### src/rtl/wb_split_pkg.sv
// rtl/wb_split_pkg.sv - shared types and helpers for the Wishbone splitter
// Purpose: FSM state encoding and slave-index width helper used by
//          wb_splitter_tmo and its watchdog counter.
// Ports:   none (package)
package wb_split_pkg;

    typedef enum logic [1:0] {
        IDLE = 2'd0,
        BUSY = 2'd1,
        RESP = 2'd2
    } state_t;

    // Width of the slave-index address field: clog2(n), never less than 1.
    function automatic int idx_width(input int n);
        int w;
        w = 1;
        while ((1 << w) < n) begin
            w = w + 1;
        end
        return w;
    endfunction

endpackage

### src/rtl/wb_split_tmo_cnt.sv
// rtl/wb_split_tmo_cnt.sv - watchdog cycle counter for the Wishbone splitter
// Purpose: counts enabled cycles after a clear and flags when LIMIT is reached.
// Ports:   wb_clk_i, rst_n (async active-low)
//          clr     - synchronous clear to zero (has priority over en)
//          en      - count this cycle
//          expired - counter equals LIMIT (holds there until cleared)
module wb_split_tmo_cnt #(
    parameter int LIMIT = 255
) (
    input  logic wb_clk_i,
    input  logic rst_n,
    input  logic clr,
    input  logic en,
    output logic expired
);

    logic [15:0] cnt;

    assign expired = (cnt == 16'(LIMIT));

    always_ff @(posedge wb_clk_i or negedge rst_n) begin
        if (!rst_n) begin
            cnt <= 16'd0;
        end else if (clr) begin
            cnt <= 16'd0;
        end else if (en && !expired) begin
            cnt <= cnt + 16'd1;
        end
    end

endmodule

### src/rtl/wb_splitter_tmo.sv
// rtl/wb_splitter_tmo.sv - one-master to N-slave Wishbone splitter with optional watchdog
// Purpose: decodes the slave index from the address, forwards one transfer at a
//          time to the selected slave and returns a single-cycle ack/err.
//          Define WB_SPLITTER_TIMEOUT_EN to enable the BUSY watchdog (tmo_o).
// Ports:   wb_clk_i, rst_n (async active-low)
//          m_wb_*  - master side request in, dat/ack/err out
//          s_wb_*  - per-slave packed buses, slice k = slave k
//          tmo_o   - one-cycle pulse when the watchdog fires
module wb_splitter_tmo
    import wb_split_pkg::*;
#(
    parameter int NUM_PERIPHERALS  = 3,
    parameter int ADDR_WIDTH       = 32,
    parameter int DATA_WIDTH       = 32,
    parameter int SEL_WIDTH        = 4,
    parameter int ADDR_SEL_LOW_BIT = 16,
    parameter int TIMEOUT_CYCLES   = 255
) (
    input  logic                                  wb_clk_i,
    input  logic                                  rst_n,
    input  logic [ADDR_WIDTH-1:0]                 m_wb_adr_i,
    input  logic [DATA_WIDTH-1:0]                 m_wb_dat_i,
    input  logic [SEL_WIDTH-1:0]                  m_wb_sel_i,
    input  logic                                  m_wb_we_i,
    input  logic                                  m_wb_cyc_i,
    input  logic                                  m_wb_stb_i,
    output logic [DATA_WIDTH-1:0]                 m_wb_dat_o,
    output logic                                  m_wb_ack_o,
    output logic                                  m_wb_err_o,
    output logic [NUM_PERIPHERALS-1:0]            s_wb_cyc_o,
    output logic [NUM_PERIPHERALS-1:0]            s_wb_stb_o,
    output logic [NUM_PERIPHERALS-1:0]            s_wb_we_o,
    output logic [NUM_PERIPHERALS*SEL_WIDTH-1:0]  s_wb_sel_o,
    output logic [NUM_PERIPHERALS*ADDR_WIDTH-1:0] s_wb_adr_o,
    output logic [NUM_PERIPHERALS*DATA_WIDTH-1:0] s_wb_dat_o,
    input  logic [NUM_PERIPHERALS*DATA_WIDTH-1:0] s_wb_dat_i,
    input  logic [NUM_PERIPHERALS-1:0]            s_wb_ack_i,
    input  logic [NUM_PERIPHERALS-1:0]            s_wb_err_i,
    output logic                                  tmo_o
);

    localparam int IDX_W = idx_width(NUM_PERIPHERALS);

    state_t                  state;
    logic [ADDR_WIDTH-1:0]   adr_q;
    logic [DATA_WIDTH-1:0]   dat_q;
    logic [SEL_WIDTH-1:0]    sel_q;
    logic                    we_q;
    logic [IDX_W-1:0]        idx_q;
    logic                    resp_err;

    logic [IDX_W-1:0]        req_idx;
    logic                    req;
    logic                    req_ok;
    logic                    strobing;
    logic [DATA_WIDTH-1:0]   sel_dat;
    logic                    sel_ack;
    logic                    sel_err;
    logic                    expired;

    assign req_idx  = m_wb_adr_i[ADDR_SEL_LOW_BIT +: IDX_W];
    assign req      = m_wb_cyc_i & m_wb_stb_i;
    assign req_ok   = 32'(req_idx) < 32'(NUM_PERIPHERALS);
    // Strobe goes out one cycle after entering BUSY; responses only count once it is up.
    assign strobing = |s_wb_stb_o;

    // Everything except cyc/stb is the same latched request on every slave slice.
    assign s_wb_we_o  = {NUM_PERIPHERALS{we_q}};
    assign s_wb_sel_o = {NUM_PERIPHERALS{sel_q}};
    assign s_wb_adr_o = {NUM_PERIPHERALS{adr_q}};
    assign s_wb_dat_o = {NUM_PERIPHERALS{dat_q}};

    // Pick the selected slave's response; other slaves are never looked at.
    always_comb begin
        sel_dat = '0;
        sel_ack = 1'b0;
        sel_err = 1'b0;
        for (int k = 0; k < NUM_PERIPHERALS; k++) begin
            if (idx_q == IDX_W'(k)) begin
                sel_dat = s_wb_dat_i[k*DATA_WIDTH +: DATA_WIDTH];
                sel_ack = s_wb_ack_i[k];
                sel_err = s_wb_err_i[k];
            end
        end
    end

    always_ff @(posedge wb_clk_i or negedge rst_n) begin
        if (!rst_n) begin
            state      <= IDLE;
            adr_q      <= '0;
            dat_q      <= '0;
            sel_q      <= '0;
            we_q       <= 1'b0;
            idx_q      <= '0;
            resp_err   <= 1'b0;
            s_wb_cyc_o <= '0;
            s_wb_stb_o <= '0;
            m_wb_dat_o <= '0;
            m_wb_ack_o <= 1'b0;
            m_wb_err_o <= 1'b0;
        end else begin
            m_wb_ack_o <= 1'b0;
            m_wb_err_o <= 1'b0;
            case (state)
                IDLE: begin
                    // The response-pulse cycle is also IDLE; a master still holding
                    // stb there is finishing the old transfer, not starting a new one.
                    if (req && !m_wb_ack_o && !m_wb_err_o) begin
                        adr_q <= m_wb_adr_i;
                        dat_q <= m_wb_dat_i;
                        sel_q <= m_wb_sel_i;
                        we_q  <= m_wb_we_i;
                        idx_q <= req_idx;
                        if (req_ok) begin
                            state <= BUSY;
                        end else begin
                            resp_err   <= 1'b1;
                            m_wb_dat_o <= '0;
                            state      <= RESP;
                        end
                    end
                end
                BUSY: begin
                    if (!m_wb_cyc_i) begin
                        s_wb_cyc_o <= '0;
                        s_wb_stb_o <= '0;
                        state      <= IDLE;
                    end else if (!strobing) begin
                        s_wb_cyc_o <= NUM_PERIPHERALS'(1) << idx_q;
                        s_wb_stb_o <= NUM_PERIPHERALS'(1) << idx_q;
                    end else if (sel_ack || sel_err) begin
                        s_wb_cyc_o <= '0;
                        s_wb_stb_o <= '0;
                        resp_err   <= sel_err;
                        m_wb_dat_o <= sel_err ? '0 : sel_dat;
                        state      <= RESP;
                    end else if (expired) begin
                        s_wb_cyc_o <= '0;
                        s_wb_stb_o <= '0;
                        resp_err   <= 1'b1;
                        m_wb_dat_o <= '0;
                        state      <= RESP;
                    end
                end
                RESP: begin
                    m_wb_ack_o <= !resp_err;
                    m_wb_err_o <= resp_err;
                    state      <= IDLE;
                end
                default: state <= IDLE;
            endcase
        end
    end

`ifdef WB_SPLITTER_TIMEOUT_EN
    logic tmo_pend;

    wb_split_tmo_cnt #(
        .LIMIT (TIMEOUT_CYCLES)
    ) u_tmo_cnt (
        .wb_clk_i (wb_clk_i),
        .rst_n    (rst_n),
        .clr      (state != BUSY),
        .en       (state == BUSY),
        .expired  (expired)
    );

    // tmo_pend marks the RESP cycle of a watchdog expiry so that tmo_o lines up
    // with the m_wb_err_o pulse one edge later.
    always_ff @(posedge wb_clk_i or negedge rst_n) begin
        if (!rst_n) begin
            tmo_pend <= 1'b0;
            tmo_o    <= 1'b0;
        end else begin
            tmo_pend <= (state == BUSY) && m_wb_cyc_i && strobing &&
                        !sel_ack && !sel_err && expired;
            tmo_o    <= tmo_pend;
        end
    end
`else
    assign expired = 1'b0;
    assign tmo_o   = 1'b0;
`endif

endmodule

### config.mk
export PLATFORM = sky130hd
export DESIGN_NAME = wb_splitter_tmo
export DESIGN_NICKNAME = d
export VERILOG_FILES = /design/src/rtl/wb_split_pkg.sv /design/src/rtl/wb_split_tmo_cnt.sv /design/src/rtl/wb_splitter_tmo.sv
export SDC_FILE = /design/constraint.sdc
export NUM_CORES = 1
export LEC_CHECK = 0
export BUFFER_PORTS_ARGS = -buffer_cell sky130_fd_sc_hd__clkbuf_2
export CORE_AREA = 2 2 163 165
export DETAILED_ROUTE_END_ITERATION = 8
export DIE_AREA = 0 0 165 167
export PLACE_DENSITY = 0.55
export SLEW_MARGIN = 20
export SYNTH_ARGS = -nofsm -noshare
export SYNTH_HDL_FRONTEND = slang
export SYNTH_SLANG_ARGS = --single-unit
### constraint.sdc
create_clock -name wb_clk_i -period 2 [get_ports wb_clk_i]
set_clock_uncertainty 0.1 [all_clocks]
set_input_delay 0.4 -clock wb_clk_i [delete_from_list [all_inputs] [get_ports wb_clk_i]]
set_output_delay 0.4 -clock wb_clk_i [all_outputs]
set_load 0.02 [all_outputs]
* Yosys cells after proc, flatten, opt, wreduce, memory -nomap -nowiden
Index checks and enable logic that the tools add are counted. W data, S select, Z words.
Word-level totals: ROM bits 0, memories kept 0, logic and storage cells 73, flip-flop bits (word level) 111, memory bits (writable) 0, input port bits 175, latch bits 0, output and inout port bits 248
Operators by class: magnitude comparators 1, reductions and logical operators 14, muxes and demuxes 33, divide/modulo/power cells 0, eq/ne operators 12, shifts and indexed selects 1, bitwise logic cells 1, multiply operators 0, $add $sub $neg 0
Operator list (count):
- $mux W32 | 9
- $pmux W32 S2 | 1
- $mux W1 | 13
- $mux W2 | 5
- $ne A2 B2 Y1 const B | 5
- $mux W3 | 3
- $ne A3 B3 Y1 const B | 2
- $reduce_and A6 Y1 | 1
- $eq A2 B1 Y1 const B | 2
- $eq A2 B2 Y1 const B | 2
- $logic_not A2 Y1 | 2
- $pmux W2 S2 | 1
- $reduce_and A2 Y1 | 2
- $logic_not A1 Y1 | 3
- $ne A3 B2 Y1 const B | 1
- $reduce_and A3 Y1 | 1
- $reduce_or A3 Y1 | 1
- $shl A1 B2 Y3 const A | 1
- $logic_and A1 B1 Y1 | 2
- $lt A2 B2 Y1 const B | 1
- $pmux W1 S2 | 1
- $reduce_bool A2 Y1 | 1
- $and A1 B1 Y1 | 1
- $logic_or A1 B1 Y1 | 1

* Depth between registers and ports, before layout
Gate-level depths: netlist of the first run.
word-level depth 9, mapped depth 8, depth with buffers taken out 4

* Worst setup path before layout of the first run
Ideal clock, no wire load.
kind reg2reg, start point register adr_q[16] (netlist name), end point register m_wb_dat_o[17], data required time 1799 ps, cell stages (with the launch flop) 8, path slack -367 ps, data arrival time 2166 ps, library setup time 101 ps, clock period less this slack 2367 ps, path buffers 3, cell sequence dfrtp_1 buf_6 mux2_4 a221oi_2 or3b_1 clkbuf_2 buf_6 o32ai_1
RTL lines:
- end signal, assigned | line wb_splitter_tmo.sv:135 | m_wb_dat_o <= sel_err ? '0 : sel_dat;
- end, declared | line wb_splitter_tmo.sv:27 | output logic [DATA_WIDTH-1:0] m_wb_dat_o,

==> results.sh, run 1 <==
export IMPL_status="finished with violations"
export IMPL_violations="setup timing"
export IMPL_final_cell_area_sq_um=8040
export IMPL_overflow=0
export IMPL_period_share=1.04
export IMPL_place_area_sq_um=7630
export IMPL_synth_area_mux_share=0.187
export IMPL_wire_per_inst_um=14.8
export IMPL_synth_seq_area_share=0.455
export IMPL_rows=59
export IMPL_fin_ws_ps=-75.7
export IMPL_drv_slew=0
export IMPL_syn_inst=551
export IMPL_synth_top_family_by_area="buffers and inverters"
export IMPL_synth_compound_area_frac=0.0916
export IMPL_cts_buffers=9
export IMPL_worstPathMaxFanout=32
export IMPL_final_setup_viol_count=32
export IMPL_period_needed_ps=2080
export IMPL_final_cells=1181
export IMPL_cts_root_buf="clkbuf_16"
export IMPL_dp_cells=1162
export IMPL_pin_count=423
export IMPL_mostFrequentLayoutCell="clkbuf_2"
export IMPL_final_nets=1015
export IMPL_syn2layout_area_growth_pct=34.1
export IMPL_rsz0062_at_grt="true"
export IMPL_yosysWarnings=0
export IMPL_syn_area_sq_um=6000
export IMPL_wl_um=17500
export IMPL_final_antenna_net_count=0
export IMPL_hpwl_um=14100
export IMPL_cp_required_ps=2150
export IMPL_hold_viol=0
export IMPL_grt_pass1_wl_um=25500
export IMPL_die_area_sq_um=27600
export IMPL_vias_per_cell=4.09
export IMPL_path_class="flip-flop to flip-flop"
export IMPL_leakage_nw=4.22
export IMPL_hold_class="input pin to flip-flop"
export IMPL_grt_pass1_vias=4568
export IMPL_synth_nets=726
export IMPL_drc=0
export IMPL_synth_distinct_cells=37
export IMPL_cts_tree="yes"
export IMPL_grt_total_usage=0.121
export IMPL_grt_max_degree=60
export IMPL_cap_violations=0
export IMPL_cts_sinks=109
export IMPL_insertion_delay_ps=350
export IMPL_die_w_um=165
export IMPL_power_density_nw_per_um2=1910
export IMPL_mostFrequentLayoutCells="clkbuf_2, dfrtp_1, mux2_2"
export IMPL_ir_worst_vdd_uv=1460
export IMPL_start_kind="flip-flop"
export IMPL_fin_util=0.312
export IMPL_place_gp_congestion=0.766
export IMPL_cp_arrival_ps=2230
export IMPL_vias=4826
export IMPL_core_area_sq_um=25800
export IMPL_synth_xor_area_share=0
export IMPL_port_buffers=421
export IMPL_dieHeight_um=167
export IMPL_drive_gt1_frac=0.659
export IMPL_drt_iter0_drc=137
export IMPL_endpoint_kind="flip-flop"
export IMPL_synth_area_per_cell_sq_um=10.9
export IMPL_first_pass_iters=4
export IMPL_cts_reportedPaths_clkPinSlew_ps=80
export IMPL_synth_simple_area_share=0.0409
export IMPL_synth_fa_ha_area_frac=0
export IMPL_start_util=0.233
export IMPL_ys_ff_latch=109
export IMPL_antenna_found_initial=0
export IMPL_max_freq_mhz=482
export IMPL_htreeDepth=3
export IMPL_cts_path_max_buffers=2
-- per-stage QoR --
stage | setup WS, ps | power (mW) | hold slack (ps) | TNS (ps)
6_report | -75.7 | 15.4 | 175 | -1620
5_1_grt | -160 | 16.4 | 151 | -4150
4_1_cts | -72.6 | 15.5 | 154 | -1850
3_5_place_dp | -263 | 13.6 | 323 | -7080
3_3_place_gp | -154 | 13.6 | 321 | -4560
2_1_floorplan | -274 | 11.8 | 4.41 | -8420
-- report_power, final --
group / total (mW) / switching, mW / internal [mW]
clock network: 1.77 / 0.882 / 0.892
registers: 4.30 / 1.06 / 3.24
logic: 9.30 / 5.90 / 3.40
-- kinds of logic after synthesis --
| family | Yosys count |
|---|---|
| AOI/OAI and AO/OA | 78 |
| buffers and inverters | 206 |
| DFF | 109 |
| muxes | 103 |
| other | 1 |
| and+or+nand+nor | 54 |
-- cell usage after synthesis (all sizes together) --
cell type	number	area [sq um]
a211oi	1	7.51
a21oi	33	165
a221oi	1	15.0
a22oi	3	22.5
a31oi	1	6.26
a32oi	1	8.76
and2	1	6.26
and3b	1	8.76
buf	161	1180
clkbuf	11	42.5
conb	1	3.75
dfrtp	109	2730
inv	34	128
mux2	71	803
mux2i	32	320
nand2	6	22.5
nand2b	1	6.26
nand3	1	5.00
nand3b	1	7.51
nor2	34	128
nor2b	2	12.5
nor3	2	10.0
nor3b	1	7.51
nor4	1	6.26
nor4bb	1	10.0
o21ai	3	15.0
o22ai	1	6.26
o31ai	2	15.0
o32ai	32	288
or3	1	6.26
or3b	1	8.76
-- repair_timing --
action / 4_1_cts / 5_1_grt
hold endpoints to repair: 109 / 0
endpoints found under the setup margin: 32 / 32
gates resized for setup: 5 / 10
hold buffers: 1 / 0
buffers inserted: 1 / 0
-- cell type report --
cell class / instances / area (sq um)
well taps: 335 / 419
clock inverters: 6 / 45.0
repair buffers: 450 / 2420
clock buffers: 10 / 239
flip-flops and latches: 109 / 2730
diodes: 1 / 2.50
inverters: 34 / 128
multi-input cells: 236 / 2060
fillers: 2665 / 17700
-- metal layers --
metal,GRT usage,share of wire,routed length [um]
met1,0.142,0.40,7030
met2,0.214,0.50,8770
met3,0.0381,0.086,1500
met4,0.0268,0.0092,161
met5,0,0,0
-- registers in the layout (all words and copies together) (netlist names) --
register and count:
m_wb_err_o 1, m_wb_dat_o 32, dat_q 32, resp_err 1, we_q 1, s_wb_stb_o 3
sel_q 4, m_wb_ack_o 1, state 2, adr_q 32
-- worst paths after layout --
path,to,start,cells after the start,slack [ps]
max in group asynchronous,dat_q[15]$_DFFE_PN0P_,rst_n,3,1000
min reg2reg,m_wb_ack_o$_DFF_PN0_,resp_err$_DFFE_PN0P_,1,380
min,adr_q[15]$_DFFE_PN0P_,m_wb_adr_i[15],2,170
max,m_wb_dat_o[12]$_DFFE_PN0P_,adr_q[16]$_DFFE_PN0P_,5,-80
min in group asynchronous,m_wb_dat_o[14]$_DFFE_PN0P_,rst_n,3,480
max reg2reg,m_wb_dat_o[12]$_DFFE_PN0P_,adr_q[16]$_DFFE_PN0P_,5,-80
-- worst max-delay path, stage by stage, from the launching register on --
cell and delay (ps):
dfrtp_2 420, mux2_4 310, a221oi_2 260, or3b_4 420, buf_12 180, o32ai_2 270
Note: power is estimated with default switching activity, not from simulation.
==> inputs of run 2 (changes only) <==
--- a/config.mk
+++ b/config.mk
@@ -5,12 +5,13 @@
 export SDC_FILE = /design/constraint.sdc
 export NUM_CORES = 1
 export LEC_CHECK = 0
+export ABC_AREA = 1
 export BUFFER_PORTS_ARGS = -buffer_cell sky130_fd_sc_hd__clkbuf_2
-export CORE_AREA = 2 2 163 165
+export CORE_AREA = 2 2 165 167
 export DETAILED_ROUTE_END_ITERATION = 8
-export DIE_AREA = 0 0 165 167
+export DIE_AREA = 0 0 167 169
 export PLACE_DENSITY = 0.55
-export SLEW_MARGIN = 20
+export SLEW_MARGIN = 10
 export SYNTH_ARGS = -nofsm -noshare
 export SYNTH_HDL_FRONTEND = slang
 export SYNTH_SLANG_ARGS = --single-unit
==> run 2 against run 1 <==
- the flow now finishes without violations
- cell count grew 9.8%
- sequential power shrank 4%
- via count grew 10%
- synthesized cell count grew 23%
- worst setup slack gained 240 ps
- worst hold slack lost 1.8 ps
- first-iteration DRC count grew 33%
- combinational power shrank 7.7%
- sequential share of layout area grew 0.40 points
- power shrank 6.2%
- routed wire length grew 7.3%
==> results.sh, run 2 <==
export IMPL_drc=0
export IMPL_max_freq_mhz=545
export IMPL_cts_reportedPaths_clkPinSlew_ps=80
export IMPL_hold_viol=0
export IMPL_final_cell_area_sq_um=7940
export IMPL_yosysWarnings=0
export IMPL_finalSetupTns_ps=0
export IMPL_final_cells=1297
export IMPL_port_buffers=421
export IMPL_rows=60
export IMPL_core_area_sq_um=26500
export IMPL_synth_distinct_cells=20
export IMPL_diodes=0
export IMPL_synth_seq_area_share=0.443
export IMPL_htreeDepth=3
export IMPL_die_area_sq_um=28200
export IMPL_syn2layout_area_growth_pct=29.1
export IMPL_reg2reg_to="m_wb_dat_o[3]$_DFFE_PN0P_"
export IMPL_place_area_sq_um=7650
export IMPL_dp_slack_ps=143
export IMPL_finalPower_mw=14.4
export IMPL_comb_power_share=0.595
export IMPL_synthTopCellsByCount="buf_4, nand2_1, dfrtp_1"
export IMPL_antenna_found_initial=0
export IMPL_dieHeight_um=169
export IMPL_cts_buffers=9
export IMPL_grt_pass1_vias=4881
export IMPL_cap_violations=0
export IMPL_worstHoldPathCells=2
export IMPL_overflow=0
export IMPL_internal_power_mw=6.93
export IMPL_leakage_nw=4.48
export IMPL_wl_um=18700
export IMPL_hold_end="dat_q[8]$_DFFE_PN0P_"
export IMPL_start_util=0.232
export IMPL_endpoint_kind="output pin"
export IMPL_insertion_delay_ps=350
export IMPL_cts_tree="yes"
export IMPL_yosys_area_top_type="dfrtp_1"
export IMPL_reg2reg_slack_ps=190
export IMPL_grt_total_usage=0.128
export IMPL_p_clk_frac=0.120
export IMPL_r2r_start="adr_q[16]$_DFFE_PN0P_"
export IMPL_rr_worst_depth=9
export IMPL_mostFrequentLayoutCells="clkbuf_2, nand2_1, dfrtp_1"
export IMPL_synth_area_per_cell_sq_um=9.09
export IMPL_hp_start="m_wb_dat_i[8]"
export IMPL_synth_top_cell_area_share=0.443
export IMPL_final_antenna_net_count=0
export IMPL_drive_gt1_frac=0.559
export IMPL_dp_cells=1281
export IMPL_switching_share=0.520
export IMPL_vias=5329
export IMPL_p_switching_mw=7.50
export IMPL_grt_pass1_wl_um=28100
export IMPL_fin_ws_ps=167
export IMPL_period_needed_ps=1830
export IMPL_first_pass_iters=4
export IMPL_pin_count=423
export IMPL_syn_inst=677
export IMPL_final_setup_viol_count=0
export IMPL_synthMostInstantiatedCell="buf_4"
export IMPL_vias_per_cell=4.11
export IMPL_worstPathMaxFanout=18
export IMPL_power_density_nw_per_um2=1820
export IMPL_cp_required_ps=1500
export IMPL_top_regs="adr_q: 32 flops, dat_q: 32 flops, m_wb_dat_o: 32 flops"
export IMPL_seqPwrFrac=0.285
export IMPL_synth_area_leaders="dfrtp_1, buf_4, mux2_2"
export IMPL_place_gp_congestion=0.852
export IMPL_grt_max_degree=49
export IMPL_drv_slew=0
export IMPL_ys_flop_type="dfrtp_1"
export IMPL_rsz0062_at_grt="false"
export IMPL_die_w_um=167
export IMPL_cp_arrival_ps=1330
export IMPL_syn_area_sq_um=6150
export IMPL_mostFrequentLayoutCell="clkbuf_2"
export IMPL_async_flop_share=1.00
export IMPL_synth_nets=852
export IMPL_cts_path_max_buffers=2
export IMPL_ys_ff_latch=109
export IMPL_status="complete, no violations"
export IMPL_final_nets=1127
export IMPL_start_kind="flip-flop"
export IMPL_hold_class="input pin to flip-flop"
export IMPL_cts_root_buf="clkbuf_16"
export IMPL_wire_per_inst_um=14.4
export IMPL_period_share=0.917
export IMPL_ir_worst_vdd_uv=1440
export IMPL_drt_iter0_drc=182
export IMPL_path_class="flip-flop to output pin"
export IMPL_synth_edff_count=0
export IMPL_hpwl_um=15100
export IMPL_cts_sinks=109
-- run 2: power groups by stage --
stage / logic, mW / registers (mW) / clock network (mW)
final: 8.58 / 4.11 / 1.73
after global routing: 9.17 / 4.28 / 1.91
after CTS: 8.66 / 4.15 / 1.83
after detailed placement: 8.65 / 4.19 / 0
after global placement: 8.61 / 4.15 / 0
after floorplan: 6.22 / 5.09 / 0
-- run 2: cell type report --
class	count	area, sq um
fill	2878	18600
sequential	109	2730
timing repair buffer	440	2330
multi-input combinational	380	2140
tap	341	427
clock buffer	9	225
clock inverter	6	45.0
inverter	12	45.0
-- run 2: worst max-delay path, stage by stage (launching register included) --
cell and delay [ps]:
dfrtp_1 480, buf_4 290, clkbuf_2 210
-- run 2: repair_timing --
| item | in CTS | in global routing |
|---|---|---|
| setup endpoints to repair | 0 | 30 |
| resized for setup | 0 | 2 |
| endpoints found under the hold margin | 20 | 0 |
| hold buffers | 1 | 0 |
| setup buffers | 0 | 0 |
-- run 2: cells by family after synthesis --
logic type             Yosys count  synth area share
other                            1          0.000609
multiplexers                    67             0.123
flip-flops                     109             0.443
AO/OA/AOI/OAI                   36            0.0293
AND/OR/NAND/NOR                276             0.192
buffers and inverters          188             0.213
-- run 2: routing by layer --
metal / track usage / part of all wire / vias up
met5: 0 / 0 / -
met4: 0.0285 / 0.0077 / 0
met2: 0.219 / 0.50 / 240
met3: 0.0339 / 0.072 / 8
met1: 0.161 / 0.42 / 2474
li1: - / - / 2607
-- run 2: worst max path at each step --
stage	from	to	slack, ps
after floorplan	adr_q[17]$_DFFE_PN0P_	resp_err$_DFFE_PN0P_	250
after global placement	adr_q[17]$_DFFE_PN0P_	m_wb_dat_o[12]$_DFFE_PN0P_	130
after detailed placement	adr_q[17]$_DFFE_PN0P_	m_wb_dat_o[12]$_DFFE_PN0P_	140
after CTS	adr_q[17]$_DFFE_PN0P_	m_wb_dat_o[12]$_DFFE_PN0P_	120
after global routing	adr_q[16]$_DFFE_PN0P_	m_wb_dat_o[3]$_DFFE_PN0P_	20
final	adr_q[16]$_DFFE_PN0P_	s_wb_adr_o[16]	170
-- run 2: per-stage QoR --
step / util / hold slack, ps
6_report: 0.300 / 173
2_1_floorplan: - / 4.41
3_5_place_dp: 0.289 / 218
3_3_place_gp: 0.289 / 217
5_1_grt: 0.300 / 152
4_1_cts: 0.299 / 153
==> inputs of run 3 (changes only) <==
--- a/config.mk
+++ b/config.mk
@@ -10,7 +10,7 @@
 export CORE_AREA = 2 2 165 167
 export DETAILED_ROUTE_END_ITERATION = 8
 export DIE_AREA = 0 0 167 169
-export PLACE_DENSITY = 0.55
+export PLACE_DENSITY_LB_ADDON = 0.25
 export SLEW_MARGIN = 10
 export SYNTH_ARGS = -nofsm -noshare
 export SYNTH_HDL_FRONTEND = slang
==> run 3 against run 2 <==
- core utilization rose by 0.17 points
- combinational power about the same
- cell area increased by 0.57%
- first-iteration DRC count decreased by 14%
- die area is the same
- power up 1.2%
- maximum frequency decreased by 0.66%
- sequential cell count did not move
- cell count stayed put
- largest cell class unchanged
==> results.sh, run 3 (synthesis gave the netlist of run 2 again) <==
export IMPL_cts_tree="yes"
export IMPL_cap_violations=0
export IMPL_hold_viol=0
export IMPL_grt_pass1_vias=4944
export IMPL_dieHeight_um=169
export IMPL_final_cells=1297
export IMPL_overflow=0
export IMPL_period_needed_ps=1850
export IMPL_hold_class="input pin to flip-flop"
export IMPL_htreeDepth=3
export IMPL_final_cell_area_sq_um=7990
export IMPL_hpwl_um=15600
export IMPL_place_area_sq_um=7670
export IMPL_cts_reportedPaths_clkPinSlew_ps=80
export IMPL_path_class="flip-flop to output pin"
export IMPL_whs_ps=173
export IMPL_p_switching_mw=7.52
export IMPL_grt_total_usage=0.132
export IMPL_hp_start="m_wb_dat_i[7]"
export IMPL_final_nets=1126
export IMPL_antenna_found_initial=1
export IMPL_dp_cells=1280
export IMPL_syn2layout_area_growth_pct=29.8
export IMPL_power_density_nw_per_um2=1830
export IMPL_switching_share=0.515
export IMPL_wire_per_inst_um=14.9
export IMPL_cp_arrival_ps=1350
export IMPL_internal_power_mw=7.07
export IMPL_cts_sinks=109
export IMPL_post_cts_buffers=0
export IMPL_cp_top_family="buffers and inverters"
export IMPL_vias=5236
export IMPL_top_regs="adr_q: 32 flops, dat_q: 32 flops, m_wb_dat_o: 32 flops"
export IMPL_start_kind="flip-flop"
export IMPL_mostFrequentLayoutCells="clkbuf_2, nand2_1, dfrtp_1"
export IMPL_mostFrequentLayoutCell="clkbuf_2"
export IMPL_fillers=2914
export IMPL_rows=60
export IMPL_worstPathMaxFanout=25
export IMPL_endpoint_kind="output pin"
export IMPL_fin_util=0.301
export IMPL_insertion_delay_ps=350
export IMPL_grt_max_degree=50
export IMPL_core_area_sq_um=26500
export IMPL_seqPwrFrac=0.284
export IMPL_final_setup_viol_count=0
export IMPL_die_area_sq_um=28200
export IMPL_cts_root_buf="clkbuf_16"
export IMPL_period_share=0.923
export IMPL_first_pass_iters=4
export IMPL_finalPower_mw=14.6
export IMPL_port_buffers=421
export IMPL_wl_um=19300
export IMPL_fin_ws_ps=155
export IMPL_critPathMaxStageDelay_ps=390
export IMPL_cts_buffers=9
export IMPL_place_gp_congestion=0.793
export IMPL_p_clk_frac=0.129
export IMPL_finalSetupTns_ps=0
export IMPL_leakage_nw=4.50
export IMPL_die_w_um=167
export IMPL_ir_worst_vdd_uv=1710
export IMPL_drc=0
export IMPL_reg2reg_slack_ps=220
export IMPL_status="complete, no violations"
export IMPL_slowest_stage="dfrtp_1"
export IMPL_comb_power_share=0.586
export IMPL_start_util=0.232
export IMPL_cp_cell_sequence="buf_4, buf_6, clkbuf_2"
export IMPL_final_antenna_net_count=0
export IMPL_rsz0062_at_grt="false"
export IMPL_drt_iter0_drc=157
export IMPL_cp_required_ps=1500
export IMPL_vias_per_cell=4.04
export IMPL_cts_path_max_buffers=2
export IMPL_cp_num_buf_inv=3
export IMPL_r2r_start="adr_q[17]$_DFFE_PN0P_"
export IMPL_drv_slew=0
export IMPL_cp_startpoint="adr_q[16]$_DFFE_PN0P_"
export IMPL_diodes=0
export IMPL_pin_count=423
export IMPL_grt_pass1_wl_um=28800
export IMPL_drive_gt1_frac=0.559
export IMPL_max_freq_mhz=542
export IMPL_dp_slack_ps=181
-- run 3: worst paths after layout --
path	depth (start not counted)	to
hold reg to reg	2	m_wb_dat_o[23]$_DFFE_PN0P_
setup / recovery	3	s_wb_adr_o[48]
max in group asynchronous	3	m_wb_dat_o[3]$_DFFE_PN0P_
hold / removal	2	dat_q[7]$_DFFE_PN0P_
min in group asynchronous	2	adr_q[14]$_DFFE_PN0P_
setup reg to reg	10	m_wb_dat_o[17]$_DFFE_PN0P_
-- run 3: cell type report --
type                    instances  area (sq um)  area share
flip-flops and latches        109          2730       0.341
repair buffers                439          2350       0.294
multi-input cells             380          2130       0.267
well taps                     341           427      0.0534
clock buffers                   9           225      0.0282
clock inverters                 7          81.3      0.0102
inverters                      12          45.0     0.00564
-- run 3: layer usage --
layer  share of wire  GRT usage  vias to the layer above
met5               0          0                        -
met3           0.075     0.0395                       12
met4           0.011     0.0322                        0
met2            0.50      0.230                      244
li1                -          -                     2601
met1            0.41      0.158                     2379
-- run 3: power by group through the flow --
stage / clock, mW / combinational (mW) / sequential [mW]
6_report: 1.89 / 8.56 / 4.15
3_5_place_dp: 0 / 8.66 / 4.24
4_1_cts: 1.99 / 8.67 / 4.20
2_1_floorplan: 0 / 6.22 / 5.09
3_3_place_gp: 0 / 8.66 / 4.18
5_1_grt: 2.08 / 9.15 / 4.32
-- run 3: worst register-to-register path: stages (launching register included) --
cell,delay (ps)
dfrtp_1,410
inv_2,170
nand2_1,110
nor2_1,130
nor2_2,70
nand2_1,50
nand2_1,80
nand2_4,100
nand2_4,230
nand2_1,160
nand2_1,60
-- run 3: what timing repair did --
item                                   in CTS  in global routing
endpoints found under the hold margin      15                  0
setup endpoints to repair                   0                  2
gates resized for setup                     0                  1
hold buffers                                1                  0
